`config.mk`:
```
export PLATFORM = sky130hd
export DESIGN_NAME = sram_like_responder
export DESIGN_NICKNAME = d
export VERILOG_FILES = /design/src/rtl/sram_like_responder.sv
export SDC_FILE = /design/constraint.sdc
export NUM_CORES = 1
export LEC_CHECK = 0
export CAP_MARGIN = 20
export CORE_UTILIZATION = 41
export CTS_CLUSTER_SIZE = 8
export DETAILED_ROUTE_END_ITERATION = 7
export PLACE_DENSITY = 0.87
export SYNTH_ARGS = -nofsm -noshare
export SYNTH_HDL_FRONTEND = slang
export SYNTH_SLANG_ARGS = --single-unit
export TNS_END_PERCENT = 30
```
`constraint.sdc`:
```
create_clock -name clk -period 2.9 [get_ports clk]
set_clock_uncertainty 0.2 [all_clocks]
set_input_delay 0.58 -clock clk [delete_from_list [all_inputs] [get_ports clk]]
set_output_delay 0.58 -clock clk [all_outputs]
set_load 0.03 [all_outputs]
```
`src/rtl/sram_like_responder.sv`:
```
// ============================================================================
// Module   : sram_like_responder
// Brief    : Responder side of the SRAM-like req/addr_ok/data_ok interface,
//            backed by a 1-cycle synchronous RAM port with in-order responses.
// Revision : 1.0 - initial release
// ============================================================================
`default_nettype none

module sram_like_responder #(
    parameter int DEPTH      = 2,
    parameter int DATA_LAT   = 1,
    parameter int RAND_STALL = 0
) (
    input  logic        clk,
    input  logic        reset,
    input  logic        req,
    input  logic        wr,
    input  logic [1:0]  size,
    input  logic [3:0]  wstrb,
    input  logic [31:0] addr,
    input  logic [31:0] wdata,
    output logic        addr_ok,
    output logic        data_ok,
    output logic [31:0] rdata,
    output logic        ram_en,
    output logic [3:0]  ram_we,
    output logic [31:0] ram_addr,
    output logic [31:0] ram_wdata,
    input  logic [31:0] ram_rdata
);

    localparam int CW = $clog2(DATA_LAT + 1);
    localparam int PW = (DEPTH > 1) ? $clog2(DEPTH) : 1;
    localparam int NW = $clog2(DEPTH + 1);
    localparam logic [CW-1:0] LAT_LOAD   = CW'(DATA_LAT - 1);
    localparam logic [PW-1:0] PTR_LAST   = PW'(DEPTH - 1);
    localparam logic [NW-1:0] COUNT_FULL = NW'(DEPTH);
    localparam logic [15:0]   LFSR_SEED  = 16'hACE1;

    logic [DEPTH-1:0] q_valid;
    logic [DEPTH-1:0] q_write;
    logic [DEPTH-1:0] q_dvalid;
    logic [31:0]      q_data [DEPTH];
    logic [CW-1:0]    q_cnt  [DEPTH];

    logic [PW-1:0] head;
    logic [PW-1:0] tail;
    logic [NW-1:0] count;
    logic [15:0]   lfsr;

    // Read accepted last cycle: its RAM data is on ram_rdata this cycle.
    logic          rd_pend;
    logic [PW-1:0] rd_idx;

    logic stall_ok;
    logic accept;
    logic head_arrive;
    logic unused_bits;

    function automatic logic [PW-1:0] ptr_inc(input logic [PW-1:0] p);
        return (p == PTR_LAST) ? '0 : p + 1'b1;
    endfunction

    // Size and byte offset do not influence a word-wide RAM access.
    assign unused_bits = ^{size, addr[1:0]};

    assign stall_ok    = (RAND_STALL != 0) ? lfsr[0] : 1'b1;
    assign addr_ok     = ~reset & req & (count < COUNT_FULL) & stall_ok;
    assign accept      = req & addr_ok;

    assign ram_en      = accept;
    assign ram_addr    = {addr[31:2], 2'b00};
    assign ram_we      = (accept & wr) ? wstrb : 4'b0000;
    assign ram_wdata   = wdata;

    assign head_arrive = rd_pend & (rd_idx == head);
    assign data_ok     = ~reset & q_valid[head] & (q_cnt[head] == '0)
                       & (q_dvalid[head] | head_arrive);

    always_comb begin
        rdata = 32'h0;
        if (data_ok && !q_write[head]) begin
            rdata = head_arrive ? ram_rdata : q_data[head];
        end
    end

    always_ff @(posedge clk) begin
        if (reset) begin
            q_valid  <= '0;
            q_write  <= '0;
            q_dvalid <= '0;
            head     <= '0;
            tail     <= '0;
            count    <= '0;
            lfsr     <= LFSR_SEED;
            rd_pend  <= 1'b0;
            rd_idx   <= '0;
            for (int i = 0; i < DEPTH; i++) begin
                q_data[i] <= 32'h0;
                q_cnt[i]  <= '0;
            end
        end else begin
            lfsr <= {lfsr[0] ^ lfsr[2] ^ lfsr[3] ^ lfsr[5], lfsr[15:1]};

            for (int i = 0; i < DEPTH; i++) begin
                if (q_valid[i] && q_cnt[i] != '0) begin
                    q_cnt[i] <= q_cnt[i] - 1'b1;
                end
            end

            if (rd_pend) begin
                q_data[rd_idx]   <= ram_rdata;
                q_dvalid[rd_idx] <= 1'b1;
            end

            if (data_ok) begin
                q_valid[head] <= 1'b0;
                head          <= ptr_inc(head);
            end

            // Tail slot is free whenever accept is possible, so this never
            // collides with the head or the pending-read slot.
            if (accept) begin
                q_valid[tail]  <= 1'b1;
                q_write[tail]  <= wr;
                q_dvalid[tail] <= wr;
                q_data[tail]   <= 32'h0;
                q_cnt[tail]    <= LAT_LOAD;
                tail           <= ptr_inc(tail);
            end

            rd_pend <= accept & ~wr;
            rd_idx  <= tail;

            case ({accept, data_ok})
                2'b10:   count <= count + 1'b1;
                2'b01:   count <= count - 1'b1;
                default: count <= count;
            endcase
        end
    end

endmodule

`default_nettype wire

```
# After elaboration in Yosys (flattened, before gate mapping)

Memories as Yosys holds them, arrays and structs flattened. A register that Yosys moved wholly into a read port is not among the register bits.
Cells that the tools add are included.

Bits in registers: 12
Bits in writable memories: 66
Input bits: 106
Output and inout port bits: 103
Memories: 2

Memories:

| name   | depth | bits a word | rd ports | clocked after Yosys merged registers in | wr ports | line | source |
|---|---|---|---|---|---|---|---|
| q_data | 2     | 32          | 1        | 1                                       | 2        | 43   | `logic [31:0] q_data [DEPTH];` |
| q_cnt  | 2     | 1           | 3        | 1                                       | 3        | 44   | `logic [CW-1:0] q_cnt [DEPTH];` |

$add $sub $neg: 6
Order comparisons: 7
Equality and inequality tests: 3
Muxes and demuxes: 52
Bitwise operators: 19
Reductions and logical operators: 10

Operators with widths:

| kind                  | count |
|---|---|
| $mux W32              | 4 |
| $reduce_or A32 Y1     | 2 |
| $mux W1               | 35 |
| $mux W2               | 6 |
| $and A1 B1 Y1         | 9 |
| $logic_and A1 B1 Y1   | 6 |
| $lt A1 B2 Y1 const B  | 3 |
| $bwmux W2             | 2 |
| $mux W4               | 1 |
| $or A2 B2 Y2          | 2 |
| $pmux W2 S2           | 1 |
| $demux W1 S1          | 3 |
| $ge A1 B1 Y1 const B  | 3 |
| $not A1 Y1            | 3 |
| $or A1 B1 Y1          | 3 |
| $add A1 B1 Y1 const B | 2 |
| $add A2 B1 Y2 const B | 1 |
| $and A2 B2 Y2         | 1 |
| $eq A2 B1 Y1 const B  | 1 |
| $eq A2 B2 Y1 const B  | 1 |
| $lt A2 B2 Y1 const B  | 1 |
| $not A2 Y2            | 1 |
| $reduce_bool A2 Y1    | 1 |
| $sub A1 B1 Y1 const B | 2 |
| other kinds (3)       | 3 |

# Depth between registers and ports, before layout

Gate-level depths: netlist (run 1).

Depth in word-level cells: 10
Depth in mapped cells: 8

# Worst setup path before layout (run 1)

OpenSTA, ideal clock, no wires.

Kind: input to output
Start point: input port reset
End point: output port rdata[0]
Data arrival time: 2.044 ns
Setup slack: 0.076 ns
Cell stages on the path: 4
Cell sequence: a211oi_2 o21ai_2 a211o_4 a211oi_1

Longest elaborated chain between the ends: 6

RTL lines:

| what                       | line | source |
|---|---|---|
| from (decl)                | 15   | `input logic reset,` |
| $not A1 Y1                 | 77   | `assign data_ok = ~reset & q_valid[head] & (q_cnt[head] == '0)` |
| $and A1 B1 Y1 (2 in a row) | 77   |  |
| $and A1 B1 Y1              | 78   | `& (q_dvalid[head] \| head_arrive);` |
| $logic_and A1 B1 Y1        | 82   | `if (data_ok && !q_write[head]) begin` |
| $mux W32                   | 82   |  |
| to (decl)                  | 24   | `output logic [31:0] rdata,` |

No other way between the ends.

# Worst setup path after layout (run 1)

Start point: register rd_pend
End point: output port rdata[29]

Longest elaborated chain between the ends: 5

RTL lines:

| what                   | line | source |
|---|---|---|
| from (decl)            | 52   | `logic rd_pend;` |
| from (signal assigned) | 132  | `rd_pend <= accept & ~wr;` |
| $and A1 B1 Y1 *        | 76   | `assign head_arrive = rd_pend & (rd_idx == head);` |
| $or A1 B1 Y1           | 78   |  |
| $and A1 B1 Y1          | 78   |  |
| $logic_and A1 B1 Y1    | 82   |  |
| $mux W32 *             | 82   |  |

Every way passes the cells marked *; elsewhere a longest branch is shown, timed or not.

==> results of run 1 <==
sequential cells by signal, summed over array words and instances (netlist names), named ones only:
register / cells
head: 1
q_data: 64
count: 2
q_valid: 2
q_cnt: 2
tail: 1
q_write: 2
rd_pend: 1
q_dvalid: 2
rd_idx: 1
where the power goes:
part / internal, mW / switching, mW
registers: 1.11 / 0.0185
logic: 0.119 / 0.153
clock network: 0.597 / 0.379
final timing paths:
path | cells after the start | to | slack, ns | start
max | 7 | rdata[29] | 0.08 | rd_pend
min | 1 | q_cnt[0] | 0.25 | q_valid[0]
max reg2reg | 7 | count[1] | 0.95 | rd_pend
min reg2reg | 1 | q_cnt[0] | 0.25 | q_valid[0]
logic make-up after synthesis:
group | count (synthesis)
buffers and inverters | 105
AOI/OAI and AO/OA | 112
xor gates and xnor gates | 3
and+or+nand+nor | 198
muxes | 32
other | 1
DFF | 79
per-layer routing:
metal / routed length (um) / up-vias / global-route usage
met5: 0 / - / 0
met4: 155 / 0 / 0.0813
li1: - / 1716 / -
met2: 4950 / 144 / 0.337
met1: 3950 / 1651 / 0.214
met3: 639 / 18 / 0.0410
Yosys cell counts:
library cell	number
sky130_fd_sc_hd__a211o_1	1
sky130_fd_sc_hd__a211o_4	1
sky130_fd_sc_hd__a211oi_1	2
sky130_fd_sc_hd__a211oi_2	31
sky130_fd_sc_hd__a21o_1	1
sky130_fd_sc_hd__a21oi_1	72
sky130_fd_sc_hd__a41oi_1	1
sky130_fd_sc_hd__and2_1	1
sky130_fd_sc_hd__and3_1	5
sky130_fd_sc_hd__buf_2	2
sky130_fd_sc_hd__buf_4	64
sky130_fd_sc_hd__buf_6	3
sky130_fd_sc_hd__clkbuf_1	31
sky130_fd_sc_hd__conb_1	1
sky130_fd_sc_hd__dfxtp_1	79
sky130_fd_sc_hd__inv_1	4
sky130_fd_sc_hd__inv_2	1
sky130_fd_sc_hd__mux2i_1	32
sky130_fd_sc_hd__nand2_1	142
sky130_fd_sc_hd__nand2b_1	4
sky130_fd_sc_hd__nand3_1	2
sky130_fd_sc_hd__nor2_1	37
sky130_fd_sc_hd__nor2b_1	4
sky130_fd_sc_hd__nor3b_1	2
sky130_fd_sc_hd__o211a_1	1
sky130_fd_sc_hd__o21ai_0	1
sky130_fd_sc_hd__o21ai_2	1
sky130_fd_sc_hd__or4_1	1
sky130_fd_sc_hd__xnor2_1	3
per-stage QoR:
step	hold slack (ns)	setup WS (ns)	utilization
finish	0.252	0.0819	0.502
global route	0.268	-0.0254	0.502
CTS	0.254	0.00623	0.497
detailed placement	0.243	-0.200	0.472
global placement	0.234	-0.144	0.472
floorplan	0.213	0.0761	-
final cells by class:
cell class	instances	area (um^2)
fill	897	4920
multi-input combinational	347	2000
sequential	79	1590
timing repair buffer	102	933
tap	133	166
clock buffer	13	149
clock inverter	3	90.1
inverter	5	18.8
critical path, stage by stage, from the launching register on:
cell and delay (ns):
sky130_fd_sc_hd__dfxtp_2 0.38, sky130_fd_sc_hd__nor2b_4 0.16, sky130_fd_sc_hd__o211a_1 0.18, sky130_fd_sc_hd__o21ai_2 0.09, sky130_fd_sc_hd__a211o_4 0.34, sky130_fd_sc_hd__buf_8 0.16, sky130_fd_sc_hd__a211oi_2 0.19, sky130_fd_sc_hd__buf_4 0.19
what timing repair did:
item                                    4_1_cts  5_1_grt
pin swaps                                     2        2
endpoints found under the setup margin       32       31
hold buffers                                  0        0
setup buffers                                 1        1
resized for setup                             3       10
==> summary.md, run 1 <==
The die is 103 um wide. The max-slew violation count is 0, and the final-layout setup total negative slack is 0 ns. The shortest period the worst path allows is 2.82 ns, and the share of synthesized cell area in full adder, half adder and majority cells is 0. The final wirelength was 9700 um; the multiplexer fraction of the synthesized cell area was 0.0760. The count of input and output buffers was 78; the vertical die dimension was 103 um. The logs give 0.000255 V for the worst-case vdd ir drop and 3 for the H-tree depth. The overall fraction of global-route tracks in use was 0.188; the share of the synthesized netlist area taken by xor and xnor gates was 0.00624. The synthesized design contains 79 register bits. After synthesis, the largest family of logic cells by area is compound AO/OA/AOI/OAI gates. The area growth from synthesis to layout is 17.4%.

The tools report the post-detailed-route count of antenna-violating nets as 0. The via density per instance was 5.17; the headroom to the max-slew limit was 0.534. The routed layout has 3529 vias.

Before antenna repair, the detailed router went through 5 iterations. The area share of the leading cell type in the synthesized netlist is 0.375. DRC violation total after the first TritonRoute iteration: 138. The logs give 0.770 for the placer congestion estimate and 1.70 nW for the reported leakage power. The buffer cell driving the clock tree root is sky130_fd_sc_hd__clkbuf_8. The logs give 2.12 ns for the data required time of the critical path and 0 for the count of warnings emitted by yosys. The number of hold-slack violations in the final timing report was 0; the worst path arrival time was 2.04 ns. Post-synthesis sequential area ratio: 0.375. Final-stage net count: 650. The share of synthesized cell area in and, or, nand and nor gates was 0.188.

Via count of the first global-routing pass: 3328. The slew at the pin with the worst max-slew slack came out at 0.699 ns. The unique cell type count in the Yosys netlist was 29; the post-CTS clock slew at the launch and capture registers of the worst setup and hold paths was 0.08 ns. The layout cell share with drive strength beyond 1 works out to 0.215.

The run finished with clean final reports. The worst setup path is of the flop to output pin kind. The fmax is 355 MHz, and the count of standard-cell rows is 36.

Setup repair after global routing could not meet its margin everywhere. For the clock insertion delay at the later pin of the skew report, the log shows 0.34 ns. Summed over all nets, the half-perimeter wirelength after detailed placement is 6680 um. After detailed routing, the number of remaining DRC violations is 0.

The number of antenna violations at the first check in global routing came out at 0. Area enclosed by the die boundary: 10700 um^2. Cell type contributing the most total cell area after synthesis: sky130_fd_sc_hd__dfxtp_1. The count of cells in the finished layout, fillers not included, comes to 682. Entering global routing, the biggest net connects 37 pins. Dividing the synthesized area by the synthesized cell count gives 7.95 um^2. The synthesized-area fraction occupied by ao, oa, aoi and oai cells was 0.197. The logs give 4660 um^2 for the cell area after placement and 2 for the maximum buffer depth of the clock tree. Once placement completed, the tool counted placed cells totaling 664. Ranked by total cell area, the synthesized netlist is headed by sky130_fd_sc_hd__dfxtp_1, sky130_fd_sc_hd__nand2_1, sky130_fd_sc_hd__buf_4, sky130_fd_sc_hd__a211oi_2, sky130_fd_sc_hd__a21oi_1.

For the total CTS buffers, the log shows 9. Count of maximum capacitance violations: 0. The kind of end point of the critical path was an output pin.

The final-report setup violation count came out at 0. The share of the clock period used by the worst path after layout works out to 0.972. For this design, the sink count on the clock tree is 79. During I/O placement, the number of pins put on the boundary was 209. TritonCTS built the clock tree.

The synthesized netlist occupies a cell area of 4210 um^2. The initial core utilization is 0.427, and the total grt overflow is 0. Kind of start point of the critical path: a flop.

Class of the most critical hold timing path: flop to flop. The ratio of total power to cell area works out to 480 nW/um^2. Most common library cell in the layout ignoring fill and taps: sky130_fd_sc_hd__nand2_1. The overall power is 2.37 mW.

After detailed routing, the average wire length per cell comes to 14.2 um. The final instance area was 4950 um^2; the area of the core was 9860 um^2. The run gives 530 as the gate count after technology mapping.

The number of antenna diodes in the final layout is 0. The first global-routing pass estimated 15400 um of wire. The largest fanout on the critical path is 7.

In the layout the commonest cells are sky130_fd_sc_hd__nand2_1, sky130_fd_sc_hd__dfxtp_1, sky130_fd_sc_hd__a21oi_1, sky130_fd_sc_hd__buf_4, sky130_fd_sc_hd__clkdlybuf4s50_1.
Note: power is estimated with default switching activity, not from simulation.
==> inputs of run 2 (changes only) <==
GPL_ROUTABILITY_DRIVEN = 0   (was not set)
PLACE_DENSITY = 0.93   (was 0.87)
SKIP_CTS_REPAIR_TIMING = 1   (was not set)
==> run 2 against run 1 <==
  * Critical path depth stayed put
  * Worst setup slack worse by 0.019 ns
  * Non-clock buffer count is 2 lower
  * Register-to-register slack better by 0.15 ns
==> summary.md, run 2 (same netlist as run 1, synthesis figures left out) <==
The run finished with clean final reports. The number of hold-slack violations in the final timing report is 0 (unchanged), and the worst path arrival time is 2.06 ns (was 2.04 ns). The via count of the first global-routing pass was 3331 (was 3328).

TritonCTS built the clock tree. The category of the critical setup timing path is flop to output pin (unchanged). The final-report setup violation count came out at 0 (unchanged). Start point of the worst hold path: q_valid[1] (was q_valid[0]).

The tools report the kind of end point of the critical path as an output pin (unchanged). The logs give 662 (was 664) for the post-placement cell count and 3539 (was 3529) for the via count. The tools report the kind of start point of the critical path as a flop (unchanged).

Post-layout instance count excluding filler cells: 680 (was 682). The largest delay contributor family on the critical path was compound AO/OA/AOI/OAI gates (unchanged). The headroom to the max-slew limit is 0.568 (was 0.534), and the share of the clock period used by the worst path after layout is 0.978 (was 0.972). The run gives 0 ns (unchanged) as the final-layout setup total negative slack.

The initial core utilization is 0.427 (unchanged). The shortest period the worst path allows came out at 2.84 ns (was 2.82 ns). For the number of filler cells placed in the layout, the log shows 889 (was 897). The run gives 9 (unchanged) as the total CTS buffers.

The startpoint of the worst-slack reg-to-reg timing path was rd_pend (unchanged). Highest-count cells in the layout ignoring fill and taps: sky130_fd_sc_hd__nand2_1, sky130_fd_sc_hd__dfxtp_1, sky130_fd_sc_hd__a21oi_1, sky130_fd_sc_hd__buf_4, sky130_fd_sc_hd__clkdlybuf4s50_1 (unchanged). The worst path setup slack after routing was 0.0631 ns (was 0.0819 ns); the largest net degree at the start of global routing was 34 (was 37). The most common library cell in the layout ignoring fill and taps is sky130_fd_sc_hd__nand2_1 (unchanged). The ratio of total power to cell area was 433 nW/um^2 (was 480 nW/um^2); the first-pass detailed-route iteration total was 4 (was 5). The tools report the total met3 wirelength after detailed routing as 604 um (was 639 um).

The vertical die dimension works out to 103 um (unchanged). The hold slack came out at 0.251 ns (was 0.252 ns). Post-detailed-route count of antenna-violating nets: 0 (unchanged). The data required time of the critical path is 2.12 ns (about the same), and the die span in x is 103 um (unchanged). The wire length per cell after detailed routing was 14.4 um (was 14.2 um). The max-slew violation count came out at 0 (unchanged). The number of antenna violations at the first check in global routing was 0 (unchanged); the highest cell delay on the worst timing path was 0.39 ns (was 0.38 ns).

The run gives 0.33 ns (was 0.34 ns) as the clock insertion delay at the later pin of the skew report. The count of maximum capacitance violations came out at 0 (unchanged). The via density per instance works out to 5.20 (was 5.17). The largest fanout on the critical path came out at 15 (was 7). The global-route wire length before repair is 15000 um (was 15400 um), and the overall fraction of global-route tracks in use is 0.182 (was 0.188).

The post-CTS clock slew at the launch and capture registers of the worst setup and hold paths is 0.08 ns (about the same), and the area of the core is 9860 um^2 (unchanged). The area overhead of the layout relative to synthesis works out to 16.2% (was 17.4%). The tools report the endpoint of the worst hold-timing path as q_cnt[1] (was q_cnt[0]). The instance count along the most critical hold path came out at 1 (unchanged).

Setup repair after global routing could not meet its margin everywhere. The H-tree depth is 3 (unchanged), and the number of diodes is 0 (unchanged). The class of the most critical hold timing path was flop to flop (unchanged).

Total grt overflow: 0 (unchanged). Worst-path cell chain: nor2b_4 > o211a_1 > o21ai_2 > a211o_4 > buf_12 > a211oi_2 > buf_4 (was nor2b_4 > o211a_1 > o21ai_2 > a211o_4 > buf_8 > a211oi_2 > buf_4). The logs give 1.10 ns (was 0.95 ns) for the minimum setup slack among reg-to-reg paths and 5030 um (was 4950 um) for the amount of wire on met2 after detailed routing. The area enclosed by the die boundary is 10700 um^2 (unchanged), and the number of buffers and inverters on the critical path is 2 (unchanged).

Flip-flop count of the largest register, all copies and words added: 64 (unchanged). The maximum buffer depth of the clock tree is 2 (unchanged). The run gives 0.000249 V (was 0.000255 V) as the worst-case vdd ir drop. The number of cells traversed by the worst register-to-register path works out to 6 (was 7). For the worst slack at placement, the log shows -0.221 ns (was -0.200 ns). The cell with the largest stage delay on the worst path is sky130_fd_sc_hd__dfxtp_4 (was sky130_fd_sc_hd__dfxtp_2). The slew at the pin with the worst max-slew slack is 0.647 ns (was 0.699 ns). The buffer cell driving the clock tree root is sky130_fd_sc_hd__clkbuf_8 (unchanged). For the estimated wirelength of the detail-placed design, the log shows 6710 um (was 6680 um). Topmost layer with routed signal wires: met4 (unchanged).

The count of input and output buffers was 78 (unchanged); the final wirelength was 9790 um (was 9700 um). The run gives 4050 um (was 3950 um) as the met1 wire length. The worst setup path startpoint is rd_pend (unchanged).

The run gives 0 (unchanged) as the count of unresolved DRC violations after routing. The count of standard-cell rows was 36 (unchanged); the final-stage net count was 648 (was 650). The layout cell share with drive strength beyond 1 works out to 0.212 (was 0.215). The tools report the total number of clock tree sinks as 79 (unchanged). Endpoint of the lowest-slack register-to-register path: count[1] (unchanged). The I/O pin count is 209 (unchanged), and the fmax is 352 MHz (was 355 MHz). The logs give 1.68 nW (was 1.70 nW) for the reported leakage power and 153 (was 138) for the DRC violation total after the first TritonRoute iteration.

The register with the most flip-flops was q_data (unchanged).
[run 2: changes by cell type in the layout (fill, tap and decap cells not counted), moves of 2 or more]
cell / delta
sky130_fd_sc_hd__bufinv_16: -3
sky130_fd_sc_hd__clkbuf_1: -2
sky130_fd_sc_hd__clkinv_2: +2
sky130_fd_sc_hd__buf_12: +2
sky130_fd_sc_hd__buf_4: -4
sky130_fd_sc_hd__clkinvlp_4: +2
[run 2: worst max-delay path by stage]
| stage | to | slack (ns) | depth (start not counted) |
|---|---|---|---|
| after CTS | rdata[29] | -0.23 | 7 |
| after floorplan | rdata[0] | 0.08 | 4 |
| after global routing | rdata[1] | -0.03 | 7 |
| after global placement | rdata[29] | -0.16 | 7 |
| final | rdata[29] | 0.06 | 7 |
| after detailed placement | rdata[29] | -0.22 | 7 |
[run 2: layout make-up]
type | instances | area, um^2 | share of cell area
clock inverters | 5 | 33.8 | 0.00690
clock buffers | 11 | 141 | 0.0289
repair buffers | 100 | 942 | 0.192
multi-input cells | 347 | 2000 | 0.409
inverters | 5 | 18.8 | 0.00383
flip-flops and latches | 79 | 1590 | 0.325
well taps | 133 | 166 | 0.0340
[run 2: metrics by stage]
step / area, um^2 / power (mW) / util
after floorplan: 4220 / 1.45 / -
after global placement: 4670 / 1.41 / 0.473
after detailed placement: 4670 / 1.42 / 0.473
after CTS: 4840 / 2.14 / 0.491
after global routing: 4900 / 2.21 / 0.496
final: 4900 / 2.12 / 0.496
[run 2: per-layer routing]
metal | up-vias | GRT usage
li1 | 1711 | -
met4 | 0 | 0.0704
met1 | 1677 | 0.199
met5 | - | 0
met2 | 136 | 0.328
met3 | 15 | 0.0571
[run 2: power breakdown]
part | total (mW) | switching [mW] | internal (mW)
clock network | 0.718 | 0.385 | 0.333
registers | 1.13 | 0.0186 | 1.11
logic | 0.272 | 0.155 | 0.117
total | 2.12 | 0.558 | 1.56
==> inputs of run 3 (changes only) <==
CORE_MARGIN = 5   (was not set)
SKIP_CTS_REPAIR_TIMING = not set   (was 1)
==> run 3 against run 2 <==
  * Worst setup slack got worse by 0.026 ns
  * Via count rose by 1.6%
  * Total power rose by 4.3%
  * Clock power rose by 13%
  * Wire length rose by 6.4%
  * Critical endpoint is now rdata[14]
==> summary.md, run 3 (same netlist as run 1, synthesis figures left out) <==
The flow ran to the end, and the final reports show no timing, DRC or antenna violations. For the area of the core, the log shows 10200 um^2 (was 9860 um^2). Category of the critical setup timing path: input port to output pin (was flop to output pin). The run gives 0 (unchanged) as the number of diodes.

The maximum buffer depth of the clock tree is 2 (unchanged), and the post-detailed-route count of antenna-violating nets is 0 (unchanged). The worst path setup slack after routing was 0.0372 ns (was 0.0631 ns). Setup repair after global routing could not meet its margin everywhere. The cell area after placement is 4620 um^2 (was 4670 um^2). Shortest period the worst path allows: 2.86 ns (was 2.84 ns). The headroom to the max-slew limit was 0.656 (was 0.568). Highest-count cells in the layout ignoring fill and taps: sky130_fd_sc_hd__nand2_1, sky130_fd_sc_hd__dfxtp_1, sky130_fd_sc_hd__a21oi_1, sky130_fd_sc_hd__buf_4, sky130_fd_sc_hd__clkdlybuf4s50_1 (unchanged).

The buffer cell driving the clock tree root is sky130_fd_sc_hd__clkbuf_8 (unchanged). The switching share of power was 0.265 (was 0.264). The tools report the overall power as 2.21 mW (was 2.12 mW). TritonCTS built the clock tree. The endpoint of the worst hold-timing path is q_cnt[1] (unchanged).

The tools report the initial core utilization as 0.414 (was 0.427). The register with the most flip-flops was q_data (unchanged). The via density per instance came out at 5.26 (was 5.20).

The total number of clock tree sinks was 79 (unchanged). The endpoint of the lowest-slack register-to-register path is q_data[0][17] (was count[1]). The H-tree depth is 3 (unchanged), and the area overhead of the layout relative to synthesis is 16.1% (was 16.2%). The layout cell share with drive strength beyond 1 is 0.217 (was 0.212). For the final-stage net count, the log shows 649 (was 648). The run gives 223 (was 153) as the DRC violation total after the first TritonRoute iteration. The class of the most critical hold timing path was flop to flop (unchanged). The tools report the kind of start point of the critical path as an input port (was a flop). The largest fanout on the critical path was 10 (was 15); the final wirelength was 10400 um (was 9790 um).

The count of maximum capacitance violations is 0 (unchanged), and the internal portion of total power is 1.62 mW (was 1.56 mW). The share of the clock period used by the worst path after layout works out to 0.987 (was 0.978). Overall fraction of global-route tracks in use: 0.159 (was 0.182). The startpoint of the worst-slack reg-to-reg timing path was rd_idx (was rd_pend). The wire length per cell after detailed routing came out at 15.2 um (was 14.4 um). The global-route wire length before repair came out at 16500 um (was 15000 um). The count of input and output buffers is 78 (unchanged), and the estimated wirelength of the detail-placed design is 7110 um (was 6710 um). The vertical die dimension is 111 um (was 103 um).

The number of cells traversed by the worst register-to-register path was 5 (was 6); the clock insertion delay at the later pin of the skew report was 0.34 ns (was 0.33 ns). The tools report the portion of total power attributed to combinational logic as 0.123 (was 0.128). The first-pass detailed-route iteration total is 6 (was 4), and the flip-flop count of the largest register, all copies and words added is 64 (unchanged). The max-slew violation count is 0 (unchanged), and the net switching power of the design is 0.586 mW (was 0.558 mW). The logs give 0.367 (was 0.339) for the relative contribution of the clock network to total power and -0.216 ns (was -0.221 ns) for the worst slack at placement.

The final-report setup violation count came out at 0 (unchanged). The slew at the pin with the worst max-slew slack was 0.516 ns (was 0.647 ns). The run gives 0 (unchanged) as the number of antenna violations at the first check in global routing. The via count of the first global-routing pass was 3623 (was 3331); the post-CTS clock slew at the launch and capture registers of the worst setup and hold paths was 0.08 ns (about the same). The logs give 12400 um^2 (was 10700 um^2) for the area enclosed by the die boundary and 1.67 nW (was 1.68 nW) for the reported leakage power. The instance count along the most critical hold path was 1 (unchanged). The quantity of hold-fixing buffers added after cts is 0. The via count was 3597 (was 3539); the post-layout instance count excluding filler cells was 684 (was 680). The tools report the worst-case vdd ir drop as 0.000226 V (was 0.000249 V). The die span in x was 111 um (was 103 um). Kind of end point of the critical path: an output pin (unchanged).

The number of hold-slack violations in the final timing report came out at 0 (unchanged). Count of standard-cell rows: 37 (was 36). The most common library cell in the layout ignoring fill and taps is sky130_fd_sc_hd__nand2_1 (unchanged). The logs give 0 (unchanged) for the count of unresolved DRC violations after routing and 4890 um^2 (was 4900 um^2) for the final instance area. The run gives 209 (unchanged) as the I/O pin count. The number of filler cells placed in the layout is 944 (was 889), and the ratio of total power to cell area is 452 nW/um^2 (was 433 nW/um^2). Start point of the worst hold path: q_valid[1] (unchanged). The data required time of the critical path is 2.12 ns (about the same), and the part of the power in registers is 0.510 (was 0.533). The final-layout setup total negative slack is 0 ns (unchanged), and the largest net degree at the start of global routing is 51 (was 34). The logs give 9 (unchanged) for the total CTS buffers and 1.08 ns (was 1.10 ns) for the minimum setup slack among reg-to-reg paths.

The post-placement cell count came out at 666 (was 662). Total grt overflow: 0 (unchanged). The logs give 2.08 ns (was 2.06 ns) for the worst path arrival time and 349 MHz (was 352 MHz) for the fmax.
## run 3: what timing repair did
action / in CTS / in global routing
pin swaps: 2 / 3
endpoints found under the setup margin: 32 / 31
endpoints found under the hold margin: 0 / 0
resized for setup: 4 / 15
setup buffers: 0 / 2
## run 3: metrics by stage
step | hold WS, ns | util
2_1_floorplan | 0.213 | -
3_3_place_gp | 0.233 | 0.453
6_report | 0.255 | 0.480
4_1_cts | 0.253 | 0.474
3_5_place_dp | 0.241 | 0.453
5_1_grt | 0.272 | 0.480
## run 3: layout make-up
| class | instances | area (um^2) | area share |
|---|---|---|---|
| clock buffers | 9 | 124 | 0.0253 |
| multi-input cells | 347 | 2010 | 0.411 |
| well taps | 136 | 170 | 0.0348 |
| clock inverters | 7 | 72.6 | 0.0148 |
| repair buffers | 101 | 903 | 0.185 |
| flip-flops and latches | 79 | 1590 | 0.326 |
| inverters | 5 | 18.8 | 0.00384 |
## run 3: routing by layer
layer | part of all wire | GRT usage
met3 | 0.068 | 0.0522
met4 | 0.022 | 0.0673
met5 | 0 | 0
met1 | 0.40 | 0.171
met2 | 0.51 | 0.287
## run 3: worst max-delay path by stage
stage,start,slack [ns],endpoint
6_report,reset,0.04,rdata[14]
5_1_grt,rd_idx,-0.06,rdata[29]
4_1_cts,reset,0.01,rdata[19]
3_5_place_dp,reset,-0.22,rdata[22]
3_3_place_gp,reset,-0.19,rdata[19]
2_1_floorplan,reset,0.08,rdata[0]
## run 3: power groups by stage
stage	registers [mW]	clock network [mW]	logic (mW)
finish	1.13	0.811	0.271
global route	1.13	0.880	0.295
CTS	1.13	0.831	0.268
detailed placement	1.15	0	0.266
global placement	1.15	0	0.256
floorplan	1.15	0	0.304
## run 3: worst max-delay path: stages
cell                              delay (ns)
sky130_fd_sc_hd__clkdlybuf4s15_1        0.22
sky130_fd_sc_hd__a211oi_2               0.21
sky130_fd_sc_hd__o21ai_2                0.10
sky130_fd_sc_hd__a211o_4                0.41
sky130_fd_sc_hd__buf_12                 0.18
sky130_fd_sc_hd__a211oi_2               0.17
sky130_fd_sc_hd__buf_4                  0.20
